`src/rtl/clock_div_prog.sv`:
```
`default_nettype none
// ============================================================================
// Module   : clock_div_prog
// Brief    : Runtime-programmable clock divider with tick strobe, enable,
//            synchronous phase restart and square/pulse output modes.
// Revision : 1.0
// ============================================================================
module clock_div_prog #(
   parameter int WIDTH       = 8,
   parameter int DEFAULT_DIV = 4
) (
   input  logic             clk_in,
   input  logic             reset,
   input  logic             en,
   input  logic             sync_clr,
   input  logic             mode,
   input  logic [WIDTH-1:0] div_in,
   output logic             clk_out,
   output logic             tick,
   output logic [WIDTH-1:0] div_cur
);

   localparam logic [WIDTH-1:0] c_default_div = WIDTH'(DEFAULT_DIV);
   localparam logic [WIDTH-1:0] c_min_div     = WIDTH'(2);
   localparam logic [WIDTH-1:0] c_one         = WIDTH'(1);

   logic [WIDTH-1:0] r_div_q;
   logic [WIDTH-1:0] r_cnt;
   logic             r_clk_out;
   logic             r_tick;

   logic [WIDTH-1:0] w_div_eff;
   logic [WIDTH-1:0] w_half;
   logic [WIDTH-1:0] w_cnt_inc;
   logic             w_wrap;

   // Divide-by-1 is unsupported; anything below 2 is coerced to 2.
   assign w_div_eff = (div_in < c_min_div) ? c_min_div : div_in;
   assign w_half    = r_div_q >> 1;
   assign w_cnt_inc = r_cnt + c_one;
   assign w_wrap    = (r_cnt == (r_div_q - c_one));

   // Reset leaves cnt at the last count so the first enabled edge starts a period.
   always_ff @(posedge clk_in or posedge reset) begin
      if (reset) begin
         r_div_q   <= c_default_div;
         r_cnt     <= c_default_div - c_one;
         r_clk_out <= 1'b0;
         r_tick    <= 1'b0;
      end else if (sync_clr || (en && w_wrap)) begin
         r_cnt     <= '0;
         r_div_q   <= w_div_eff;
         r_tick    <= 1'b1;
         r_clk_out <= 1'b1;
      end else if (en) begin
         r_cnt     <= w_cnt_inc;
         r_tick    <= 1'b0;
         r_clk_out <= mode ? 1'b0 : (w_cnt_inc < w_half);
      end else begin
         r_tick    <= 1'b0;
      end
   end

   assign clk_out = r_clk_out;
   assign tick    = r_tick;
   assign div_cur = r_div_q;

endmodule
`default_nettype wire

```
`config.mk`:
```
export PLATFORM = sky130hd
export DESIGN_NAME = clock_div_prog
export DESIGN_NICKNAME = d
export VERILOG_FILES = /design/src/rtl/clock_div_prog.sv
export SDC_FILE = /design/constraint.sdc
export NUM_CORES = 1
export LEC_CHECK = 0
export ABC_CLOCK_PERIOD_IN_PS = 5850
export CORE_AREA = 3 3 52 54
export DETAILED_ROUTE_END_ITERATION = 8
export DIE_AREA = 0 0 55 57
export GPL_ROUTABILITY_DRIVEN = 0
export MAX_ROUTING_LAYER = met4
export PLACE_DENSITY = 0.8
export REMOVE_ABC_BUFFERS = 1
export SETUP_SLACK_MARGIN = 0.4
export SYNTH_ARGS = -nofsm -noshare
export SYNTH_HDL_FRONTEND = slang
export SYNTH_SLANG_ARGS = --single-unit
```
`constraint.sdc`:
```
create_clock -name clk_in -period 5.85 [get_ports clk_in]
set_input_delay 0.585 -clock clk_in [delete_from_list [all_inputs] [get_ports clk_in]]
set_output_delay 0.585 -clock clk_in [all_outputs]
set_load 0.02 [all_outputs]
```
### Word-level counts from Yosys, hierarchy flattened

Cells that the tools add are included.

| cells by class | value |
|---|---|
| $add $sub $neg | 2 |
| magnitude comparators | 2 |
| equality and inequality tests | 1 |
| multiplexer cells | 7 |
| reductions and logical operators | 3 |

Operator list:

| kind | number |
|---|---|
| two-way mux 8 bit | 3 |
| adder 8 x 1 -> 8 bit, second input constant | 1 |
| equality test 8 bit | 1 |
| < comparator 8 x 2 -> 1 bit, second input constant | 1 |
| < comparator 8 x 7 -> 1 bit | 1 |
| subtractor 8 x 1 -> 8 bit, second input constant | 1 |
| two-way mux 1 bit | 4 |
| nonzero test 2 bit | 1 |
| logical AND 1 bit | 1 |
| logical OR 1 bit | 1 |

| word-level totals | value |
|---|---|
| register bits | 18 |

### Depth between registers and ports, before layout

Gate-level depths: netlist of the first run.

| depth | value |
|---|---|
| word-level depth | 5 |
| depth in mapped cells | 10 |
| depth with buffers taken out | 9 |

### Least setup slack after synthesis of the first run

OpenSTA, ideal clock, no wires.

| path | value |
|---|---|
| path kind | register to register |
| start point | register r_div_q[0], in the netlist div_cur[0] |
| end point | register r_div_q[3], in the netlist div_cur[3] |
| arrival time | 2.460 ns |
| data required time | 5.725 ns |
| path slack | 3.265 ns |
| cell stages (with the launch flop) | 9 |
| path buffers | 1 |
| path through | dfrtp_1 inv_1 ha_1 buf_4 nand2b_1 a311o_1 a2111oi_4 a2bb2oi_4 mux2_2 |

| on the way | value |
|---|---|
| cells in the longest elaborated chain, start to end | 4 |

Ends and longest elaborated chain:

| what | RTL line | source |
|---|---|---|
| start, declared | 27 | `logic [WIDTH-1:0] r_div_q;` |
| start signal, assigned | 46 | `r_div_q <= c_default_div;` |
| start signal, assigned | 52 | `r_div_q <= w_div_eff;` |
| subtractor 8 x 1 -> 8 bit | 41 | `assign w_wrap = (r_cnt == (r_div_q - c_one));` |
| equality test 8 bit | 41 |  |
| logical AND 1 bit | 50 | `end else if (sync_clr \|\| (en && w_wrap)) begin` |
| logical OR 1 bit | 50 |  |

No other way between the ends.
A chain may end at the register's enable or synchronous reset.

### Final worst setup path of the first run

| path | value |
|---|---|
| start point | register r_div_q[1], in the netlist div_cur[1] |
| end point | register r_div_q[3], in the netlist div_cur[3] |

The elaborated chain is that of the path after synthesis.

==> results of run 1 <==
[registers in the layout (all words and copies together) (netlist names)]
signal   count
clk_out      1
tick         1
div_cur      8
r_cnt        8
[final timing paths]
kind | start | slack, ns | to | cells after the start
worst min-delay path | clk_out$_DFFE_PP0P_ | 0.52 | clk_out$_DFFE_PP0P_ | 2
max in group asynchronous | reset | 4.73 | div_cur[5]$_DFFE_PP0P_ | 2
worst max-delay path | div_cur[1]$_DFFE_PP0P_ | 2.88 | div_cur[3]$_DFFE_PP0P_ | 8
min in group asynchronous | reset | 0.68 | r_cnt[6]$_DFFE_PP0P_ | 2
worst max register to register | div_cur[1]$_DFFE_PP0P_ | 2.88 | div_cur[3]$_DFFE_PP0P_ | 8
worst min register to register | clk_out$_DFFE_PP0P_ | 0.52 | clk_out$_DFFE_PP0P_ | 2
[cell usage after synthesis (2+ instances only)]
cell type / n
clkbuf_1: 4
xnor2_1: 10
inv_1: 9
ha_1: 8
nand4_1: 5
nor2_1: 12
nand2_1: 7
o21ai_0: 3
mux2_2: 4
mux2_1: 2
nand3_1: 4
dfrtp_1: 15
a21oi_1: 4
nor4_1: 2
and3_1: 2
xor2_1: 14
nand2b_1: 3
dfstp_2: 3
o2111ai_1: 2
mux2i_1: 3
[per-stage QoR]
stage,total power (uW),util (%),std cells
CTS,500,68.4,179
global route,532,68.4,179
floorplan,336,-,125
detailed placement,420,66.8,175
finish,496,68.4,179
global placement,409,66.8,175
[area by class of cell]
cell class                 count  share of cell area [%]
clock buffer                   4                    2.35
inverter                       9                    2.19
multi-input combinational     98                    49.4
sequential                    18                    29.5
tap                           28                    2.27
timing repair buffer          22                    14.3
[power by group]
part           internal [uW]  switching, uW  leakage (uW)  total [uW]
clock                   38.0           40.4     0.0000210        78.4
sequential               154           40.7      0.000220         194
combinational            109            114      0.000430         223
total                    300            196      0.000671         496
[logic make-up (layout without fill, tap and decap cells)]
| kind of cell | after synthesis | count (layout) |
|---|---|---|
| AND/OR/NAND/NOR | 40 | 40 |
| XOR/XNOR | 24 | 24 |
| flip-flops | 18 | 18 |
| AO/OA/AOI/OAI | 17 | 17 |
| buffers and inverters | 16 | 35 |
| multiplexers | 9 | 9 |
| adder cells (fa/ha/maj) | 8 | 8 |
[worst min-delay path: stages, from the launching register on]
cell and delay (ns):
dfrtp_1 0.35, nand2b_1 0.06, nand3b_1 0.08
[layer usage]
metal / global-route usage [%] / vias up
li1: - / 495
met1: 27.2 / 501
met2: 34.0 / 24
met3: 3.13 / 5
met4: 7.29 / 0
met5: - / -
==> run metrics, run 1 <==
filler cell count in the final layout 205; Crit-path slowest cell a2bb2oi_4; FMAX 337 MHz; RSZ-0062 raised after global routing false; Final Hold Viols 0; global-route total usage across every layer 21.3%; Synth Instances 132; Worst Setup End Kind flip-flop; ys flop type dfrtp_1; CP Cell Sequence inv_1 > ha_1 > nand2b_1 > a21oi_1 > a311o_1 > a2111oi_4 > a2bb2oi_4 > mux2_2; clock buffer depth 2; register area share after synthesis 35.2%; final clock skew 0.00466 ns; VDD IR max 202 uV; Post-Synth Simple-Gate Area 15.6%; CP Class reg2reg; CTS sink cnt 18; layout cells sized above 1 8.61%; 1st-pass router iterations 4; # Post-CTS Setup Buffers 0; Metal-1 WL 1.21 mm; Die Wd 55 um; Cell Area, Synth 0.00129 mm^2; DR WL met3 104 um; uppermost routed layer met4; slew margin rel. 53.5%; Final setup viols 0; Synth Warn # 0; largest net degree at the start of global routing 19; multi-input logic area 762 um^2; WL met2 1.40 mm; clock root cell clkbuf_4; most common cell after layout, fill and taps aside clkdlybuf4s50_1; via count 1,025; clk slew on worst S/H paths 0.10 ns; antenna viol nets, final 0; Die Ht 57 um; final setup margin 2.88 ns; worst slew pin tran 0.697 ns; post-route cell area 0.00154 mm^2; setup_tns 0 ns; first-pass GRT wire length 4.75 mm; DR iter-0 viols 25; cells resized by post-CTS repair 0; crit path max fanout 18; core area 0.00225 mm^2; initial antenna violation count 0; vias in the first global route 1,014; post-synthesis compound-gate area fraction 11.8%; Period Utilization, post-route 50.7%; crit-path leading delay family compound AO/OA/AOI/OAI gates; Reg area 454 um^2; flip-flop and latch count after synthesis 18; placed cell areas 0.00151 mm^2; Synth Area in XOR/XNOR 16.3%; residual DRC count 0; fin crit period 2.97 ns; Adder-Cell Fraction of Synth Area 7.77%; top cells by area, synth dfrtp_1 (29%), xor2_1 (9.5%), ha_1 (7.8%), xnor2_1 (6.8%), dfstp_2 (6.1%); IO buf count 22; Yosys cell types 36; crit-path max cell delay 0.49 ns; crit path launch type flip-flop; CTS tree yes; worst slack at placement 2.92 ns; Final #Nets 173; mux cell area share after synthesis 7.57%; largest area contributor in the netlist dfrtp_1; syn avg cell area 9.76 um^2; CP bufs+invs 1; LEAKAGE 0.000671 uW; Pwr Density 322 mW/mm^2; Worst-Skew Late Latency 0.30 ns; Slew Viols, Final 0; Via-to-Cell Ratio 5.73; Initial Util 57.2%; worst min path class reg2reg; Ports 23; combinational family with the most area after synthesis XOR/XNOR gates; max cap viols 0; Wirelength per Cell 15.5 um; final WL 2.77 mm; run status finished, final reports clean; grt ovf 0; Post-synth EDFFs 0; minimum hold slack 0.519 ns; Area Overhead vs Synth 19.6%; worst path arrival time 3.16 ns; H-tree levels 1; DIE AREA 0.00314 mm^2; Rows 17; post-synth top area share 29.1%; antenna cells 0; commonest cells after routing, fill and taps aside clkdlybuf4s50_1 (22), dfrtp_1 (15), xor2_1 (14); hold buffers post-CTS 0; Inserted Clock Buffers 3; DP HPWL 2.13 mm; Worst EP required 6.04 ns; FFs w/ async S/R, synth 100%
Note: power is estimated with default switching activity, not from simulation.
==> run 2, diff against run 1 <==
ABC_CLOCK_PERIOD_IN_PS = 2900   (was 5850)
CORE_AREA = 3 3 54 56   (was 3 3 52 54)
DIE_AREA = 0 0 57 59   (was 0 0 55 57)
PLACE_DENSITY = 0.74   (was 0.8)
clock period = 2.9 ns   (was 5.85 ns; I/O delays follow)
==> run 2 against run 1 <==
Die area is 7.3% higher. Global-route usage down 2.8 points. Utilization down 2.7 points. Hold slack worse by 0.14 ns. Final area up 5.5%. Non-clock buffer count is 9 higher. Fmax increased by 24%. Setup slack got worse by 2.4 ns. Critical path type unchanged. Wire length fell by 0.18%. Clock power grew 110%.
==> run metrics, run 2 (same netlist as run 1, synthesis figures left out) <==
run status finished, final reports clean (unchanged); fin crit period 2.39 ns (was 2.97 ns); clk slew on worst S/H paths 0.12 ns (was 0.10 ns); DP HPWL 2.16 mm (was 2.13 mm); final WL 2.76 mm (was 2.77 mm); worst min path class in2async (was reg2reg); largest net degree at the start of global routing 19 (unchanged); DR iter-0 viols 40 (was 25); Die Wd 57 um (was 55 um); Wirelength per Cell 14.5 um (was 15.5 um); final clock skew 0.0155 ns (was 0.00466 ns); antenna cells 0 (unchanged); Pwr Density 647 mW/mm^2 (was 322 mW/mm^2); antenna viol nets, final 0 (unchanged); multi-input logic area 774 um^2 (was 762 um^2); worst slew pin tran 0.710 ns (was 0.697 ns); initial antenna violation count 0 (unchanged); max cap viols 0 (unchanged); filler cell count in the final layout 209 (was 205); grt ovf 0 (unchanged); global-route total usage across every layer 18.5% (was 21.3%); Final #Nets 182 (was 173); Final Hold Viols 0 (unchanged); IO buf count 22 (unchanged); crit path max fanout 7 (was 18); vias in the first global route 1,057 (was 1,014); Inserted Clock Buffers 3 (unchanged); Critical R2R Capture div_cur[3]$_DFFE_PP0P_ (unchanged); CTS tree yes (unchanged); Crit Reg-Reg Startpoint div_cur[0]$_DFFE_PP0P_ (was div_cur[1]$_DFFE_PP0P_); clock buffer depth 2 (unchanged); Reg2Reg Setup Slack 0.51 ns (was 2.88 ns); CTS sink cnt 18 (unchanged); FMAX 419 MHz (was 337 MHz); most common cell after layout, fill and taps aside clkdlybuf4s50_1 (unchanged); Worst-Skew Late Latency 0.31 ns (was 0.30 ns); layout cells sized above 1 16.9% (was 8.61%); 1st-pass router iterations 4 (unchanged); first-pass GRT wire length 4.71 mm (was 4.75 mm); Final setup viols 0 (unchanged); DIE AREA 0.00336 mm^2 (was 0.00314 mm^2); Slew Viols, Final 0 (unchanged); via count 1,031 (was 1,025); core area 0.00248 mm^2 (was 0.00225 mm^2); Via-to-Cell Ratio 5.43 (was 5.73); H-tree levels 1 (unchanged); Reg area 457 um^2 (was 454 um^2); Worst EP required 3.09 ns (was 6.04 ns); residual DRC count 0 (unchanged); Area Overhead vs Synth 26.2% (was 19.6%); Initial Util 52.0% (was 57.2%); post-route cell area 0.00163 mm^2 (was 0.00154 mm^2); Period Utilization, post-route 82.3% (was 50.7%); worst path arrival time 2.58 ns (was 3.16 ns); LEAKAGE 0.000712 uW (was 0.000671 uW); Reg2Reg Depth 9 (was 8); clock root cell clkbuf_4 (unchanged); Ports 23 (unchanged); slew margin rel. 52.6% (was 53.5%); Worst Setup End Kind flip-flop (unchanged); Placed Instances 179 (was 175); Die Ht 59 um (was 57 um); placed cell areas 0.00152 mm^2 (was 0.00151 mm^2); setup_tns 0 ns (unchanged); crit path launch type flip-flop (unchanged); Rows 18 (was 17); commonest cells after routing, fill and taps aside clkdlybuf4s50_1 (22), xor2_1 (14), dfrtp_1 (13) (was clkdlybuf4s50_1 (22), dfrtp_1 (15), xor2_1 (14)); VDD IR max 405 uV (was 202 uV); CP Class reg2reg (unchanged); RSZ-0062 raised after global routing false (unchanged); fin cells 190 (was 179)
==> run 2: final cells by class <==
| type | count | share of cell area (%) |
|---|---|---|
| multi-input cells | 98 | 47.6 |
| clock buffers | 4 | 2.23 |
| well taps | 30 | 2.31 |
| repair buffers | 31 | 17.7 |
| flip-flops and latches | 18 | 28.1 |
| inverters | 9 | 2.08 |
==> run 2: metrics by stage <==
stage	hold slack (ns)	power [uW]	setup slack (ns)	util, %
global placement	0.486	830	0.304	61.5
CTS	0.409	1050	0.403	65.1
detailed placement	0.487	849	0.165	61.5
floorplan	0.226	677	0.253	-
global route	0.445	1120	0.411	65.7
finish	0.383	1050	0.513	65.7
==> run 2: critical path: stages, from the launching register on <==
cell and delay, ns:
dfrtp_2 0.44, inv_2 0.10, ha_4 0.17, nand2b_1 0.13, a21oi_1 0.07, a311o_1 0.32
a2111oi_4 0.37, a2bb2oi_4 0.18, buf_4 0.15, mux2_2 0.33
==> run 2: worst max path at each step <==
stage,endpoint,startpoint,slack [ns]
2_1_floorplan,div_cur[3]$_DFFE_PP0P_,div_cur[0]$_DFFE_PP0P_,0.25
3_5_place_dp,div_cur[5]$_DFFE_PP0P_,div_cur[0]$_DFFE_PP0P_,0.16
6_report,div_cur[3]$_DFFE_PP0P_,div_cur[0]$_DFFE_PP0P_,0.51
3_3_place_gp,div_cur[3]$_DFFE_PP0P_,div_cur[0]$_DFFE_PP0P_,0.30
4_1_cts,div_cur[5]$_DFFE_PP0P_,div_cur[0]$_DFFE_PP0P_,0.40
5_1_grt,div_cur[3]$_DFFE_PP0P_,div_cur[1]$_DFFE_PP0P_,0.41
==> run 2: timing repair <==
action / 4_1_cts / 5_1_grt
setup endpoints to repair: 16 / 9
hold endpoints to repair: 0 / 0
setup buffers: 5 / 2
hold buffers: 0 / 0
pin swaps: 2 / 3
resized for setup: 6 / 0
==> run 2: layer usage <==
| layer | share of wire (%) | up-vias | GRT usage (%) | wire length, um |
|---|---|---|---|---|
| li1 | - | 514 | - | - |
| met1 | 45 | 487 | 23.2 | 1250 |
| met2 | 49 | 26 | 29.7 | 1360 |
| met3 | 4.2 | 4 | 2.18 | 115 |
| met4 | 1.6 | 0 | 9.27 | 44 |
| met5 | 0 | - | - | 0 |
==> run 2: power by group <==
part	leakage (uW)	internal, uW	switching [uW]
clock network	0.0000210	76.6	85.2
registers	0.000218	311	72.1
logic	0.000473	256	251
total	0.000712	644	408
==> variant 1 (settings of run 1) <==
Put one more register stage on the output `div_cur`, with the module's reset. The value now appears one clock later. The other outputs are not delayed to match.
--- a/src/rtl/clock_div_prog.sv
+++ b/src/rtl/clock_div_prog.sv
@@ -65,3 +65,9 @@
    assign tick    = r_tick;
-   assign div_cur = r_div_q;
+   always_ff @(posedge clk_in or posedge reset) begin
+      if (reset) begin
+         div_cur <= '0;
+      end else begin
+         div_cur <= r_div_q;
+      end
+   end
 
Behaviour: not the same (a bounded check fails within 4 cycles, from zero or initial values and one cycle with reset high).
==> variant 1 against run 1 <==
- worst setup slack got worse by 0.068 ns
- wire length rose by 11%
- sequential cell count grew 8
- core utilization rose by 10 points
- synthesized area increased by 17%
- sequential share of layout area is 7.6 points higher
- design area grew 15%
Power is not compared: it rests on default switching activity, and its combinational part moved more than twofold at a synthesized area within 25%.
==> variant 1: results (changes against run 1) <==
| Metric | Value |
|---|---|
| First-pass GRT wire length | `5240 um (was 4750 um)` |
| CTS max path bufs | `2 (unchanged)` |
| Worst hold path class | `register to register (unchanged)` |
| Drt wl/cell | `15.5 um (about the same)` |
| Area contributors post-synth | `dfrtp_1 (38%), xor2_1 (9.3%), ha_1 (6.6%) (was dfrtp_1 (29%), xor2_1 (9.5%), ha_1 (7.8%))` |
| Cts bufs inserted | `3 (unchanged)` |
| # Post-CTS Setup Buffers | `0 (unchanged)` |
| Port buffer count | `22 (unchanged)` |
| Largest regs | `div_cur (8), r_cnt (8), r_div_q (8)` |
| Post-CTS sizing | `0 (unchanged)` |
| Starting DRT DRC Count | `21 (was 25)` |
| Worst skew pair latency | `0.32 ns (was 0.30 ns)` |
| Seq/Total Area, Yosys | `43.4% (was 35.2%)` |
| R2R Setup Slk | `2.82 ns (was 2.88 ns)` |
| Vias | `1143 (was 1025)` |
| CTS root buffer | `clkbuf_4 (unchanged)` |
| Overall routing resource usage | `23.5% (was 21.3%)` |
| Inserted Diodes | `0 (unchanged)` |
| Min Tclk post-route | `3.03 ns (was 2.97 ns)` |
| Primary FF master, synth | `dfrtp_1 (unchanged)` |
| Detailed placer's ending HPWL | `2350 um (was 2130 um)` |
| DRT Pass-1 Iters | `4 (unchanged)` |
| Leakage | `slightly above 0.0008 uW` |
| Peak supply drop | `between 0.2 and 0.25 mV` |
| Status | `finished clean (unchanged)` |
| Max_slew headroom | `36.3% (was 53.5%)` |
| CP max FO | `18 (unchanged)` |
| Worst Skew | `0.00570 ns (was 0.00466 ns)` |
| Worst-path clk slew | `0.15 ns (was 0.10 ns)` |
| FFs w/ async S/R, synth | `100% (unchanged)` |
| CTS HTree Levels | `1 (unchanged)` |
| Final hold vios | `0 (unchanged)` |
| Pre-CTS WS | `2.86 ns (was 2.92 ns)` |
| Number of global-route vias before repair | `1174 (was 1014)` |
| Final #Nets | `191 (was 173)` |
| YS warnings | `0 (unchanged)` |
| Share of layout cells above drive strength 1 | `7.10% (was 8.61%)` |
| Largest net degree at the start of global routing | `27 (was 19)` |
| WP data arrival | `3.22 ns (was 3.16 ns)` |
| Post-synth top cells | `dfrtp_1 (23), o21ai_0 (16), xor2_1 (16) (was dfrtp_1 (15), xor2_1 (14), nor2_1 (12))` |
| Initial antenna violation count | `0 (unchanged)` |
| Number of distinct library cells after synthesis | `34 (was 36)` |
-- variant 1: changes by cell type in the layout (fill, tap and decap cells not counted), sizes merged, moves of 2 or more --
cell,delta
mux2,-6
xnor2,-3
o21ai,+14
o2111ai,-2
a21oi,-2
nand2,+2
inv,+2
dfrtp,+8
xor2,+2
nor2,+2
mux2i,-2
-- variant 1: cell families after synthesis --
kind of cell | synth area share [%]
simple gates | 15.1
compound gates | 14.9
flops | 43.4
xor+xnor | 13.4
buf+inv | 5.97
fa+ha+maj | 6.64
mux | 0.664
-- variant 1: layer usage --
metal | GRT usage, % | vias up | share of wire [%]
li1 | - | 553 | -
met2 | 37.2 | 25 | 48
met3 | 3.13 | 10 | 3.8
met4 | 11.1 | 0 | 2.9
met1 | 29.0 | 555 | 45
met5 | - | - | 0
-- variant 1: path summary, 6_finish.rpt --
check | end | cells past startpoint | from
worst min register to register | div_cur[7] | 0 | r_div_q[7]
worst max-delay path | r_div_q[1] | 8 | r_div_q[0]
max in group asynchronous | div_cur[4] | 2 | reset
worst min-delay path | div_cur[7] | 0 | r_div_q[7]
min in group asynchronous | div_cur[5] | 2 | reset
worst max register to register | r_div_q[1] | 8 | r_div_q[0]
-- variant 1: worst max-delay path: stages (launching register included) --
cell	delay, ns
dfrtp_1	0.51
inv_1	0.09
ha_1	0.31
o21bai_1	0.22
a2111oi_2	0.47
a311oi_2	0.10
a2111oi_4	0.48
or2_1	0.54
o21ai_0	0.16
-- variant 1: per-stage QoR --
stage | utilization, % | cells | hold slack (ns) | area [sq um]
finish | 78.4 | 197 | 0.441 | 1770
CTS | 78.4 | 197 | 0.445 | 1770
global route | 78.4 | 197 | 0.474 | 1770
floorplan | - | 143 | 0.392 | 1460
global placement | 76.0 | 193 | 0.403 | 1710
detailed placement | 76.0 | 193 | 0.413 | 1710
-- variant 1: area by class of cell --
| class | instances | area [sq um] |
|---|---|---|
| repair buffers | 22 | 220 |
| fillers | 162 | 488 |
| multi-input cells | 106 | 763 |
| clock inverters | 1 | 30.0 |
| well taps | 28 | 35.0 |
| clock buffers | 3 | 22.5 |
| inverters | 11 | 41.3 |
| flip-flops and latches | 26 | 654 |
-- variant 1: power breakdown --
part	total (uW)	leakage [uW]	switching, uW	internal (uW)
Sequential	209	0.000319	15.1	194
Clock	124	0.0000279	54.3	69.3
Combinational	87.4	0.000466	46.2	41.1
==> variant 2 (config.mk and constraints of run 1) <==
Without the edit above. `WIDTH`: 8 -> 6.
--- a/src/rtl/clock_div_prog.sv
+++ b/src/rtl/clock_div_prog.sv
@@ -8,3 +8,3 @@
 module clock_div_prog #(
-   parameter int WIDTH       = 8,
+   parameter int WIDTH       = 6,
    parameter int DEFAULT_DIV = 4
Ports: changed (resized div_cur and div_in); port bits go from 23 to 19. The function was not compared with the original's and may differ.
==> variant 2 against run 1 <==
- design area is 26% lower
- sequential power decreased by 40%
- power decreased by 49%
- wire length fell by 36%
- sequential cell count is 4 lower
- worst setup slack improved by 0.80 ns
- synthesized area decreased by 29%
==> variant 2: results (changes against run 1) <==
| Metric | Value |
|---|---|
| Status | `finished clean (unchanged)` |
| Hold Crit Depth | `1 (was 2)` |
| XOR/XNOR Fraction of Synth Area | `17.1% (was 16.3%)` |
| Worst path slowest cell | `dfrtp_1 (was a2bb2oi_4)` |
| Hold WS | `0.567 ns (was 0.519 ns)` |
| Final instance area | `1140 sq um (was 1540 sq um)` |
| Sequential cell area share | `31.2% (was 29.5%)` |
| Invs w/o clock | `8 (was 9)` |
| R2r worst-path depth | `7 (was 8)` |
| Post-synthesis mux area share | `8.23% (was 7.57%)` |
| Detailed placer's ending HPWL | `1430 um (was 2130 um)` |
| R2R Setup Slk | `3.68 ns (was 2.88 ns)` |
| Worst-path clk slew | `0.08 ns (was 0.10 ns)` |
| Share of layout cells above drive strength 1 | `12.0% (was 8.61%)` |
| DRT Pass-1 Iters | `5 (was 4)` |
| Origin of the worst setup path | `div_cur[0] (was div_cur[1])` |
| Non-clk bufs | `18 (was 22)` |
| Post-synth top cells | `dfrtp_1 (11), nor2_1 (9), xnor2_1 (9) (was dfrtp_1 (15), xor2_1 (14), nor2_1 (12))` |
| Starting DRT DRC Count | `3 (was 25)` |
| Fraction of area in multi-input gates | `44.1% (was 49.4%)` |
| Overall routing resource usage | `13.3% (was 21.3%)` |
| Fin cells | `136 (was 179)` |
| Vias | `688 (was 1025)` |
| Comb pwr | `69.2 uW (was 223 uW)` |
| Clock network area share | `3.19% (was 2.35%)` |
| FILL cells | `203 (was 205)` |
| WL met3 | `38 um (was 104 um)` |
| Post-synthesis adder-cell area fraction | `8.23% (was 7.77%)` |
| Number of global-route vias before repair | `740 (was 1014)` |
| Max_slew headroom | `66.7% (was 53.5%)` |
| Syn_area_per_cell | `10.1 sq um (was 9.76 sq um)` |
| Min Tclk post-route | `2.17 ns (was 2.97 ns)` |
| Peak supply drop | `0.104 mV (was 0.202 mV)` |
| Worst Skew | `0.00379 ns (was 0.00466 ns)` |
| Worst skew pair latency | `0.28 ns (was 0.30 ns)` |
| Pre-CTS WS | `3.42 ns (was 2.92 ns)` |
| Max incr delay on CP | `0.42 ns (was 0.49 ns)` |
## variant 2: cell count changes in the layout (fill, tap and decap cells not counted), sizes merged, moves of 2 or more
| cell | delta |
|---|---|
| a21oi | -4 |
| clkdlybuf4s50 | -4 |
| dfrtp | -4 |
| ha | -2 |
| mux2 | -2 |
| nand2 | -4 |
| nand2b | -3 |
| nand3 | -2 |
| nor2 | -3 |
| o2111ai | -2 |
| xor2 | -6 |
## variant 2: worst reg2reg max path: cells and delay by family (launching register included)
family                     cells  cell delay (ns)
buffers and inverters          1             0.12
AOI/OAI and AO/OA              3             0.81
and+or+nand+nor                1             0.09
DFF                            1             0.42
adders and majority gates      1             0.24
muxes                          1             0.37
## variant 2: routing by layer
metal | global-route usage [%] | vias to the layer above
met4 | 6.94 | 0
met1 | 14.5 | 331
met3 | 0.261 | 2
li1 | - | 344
met5 | - | -
met2 | 23.5 | 11
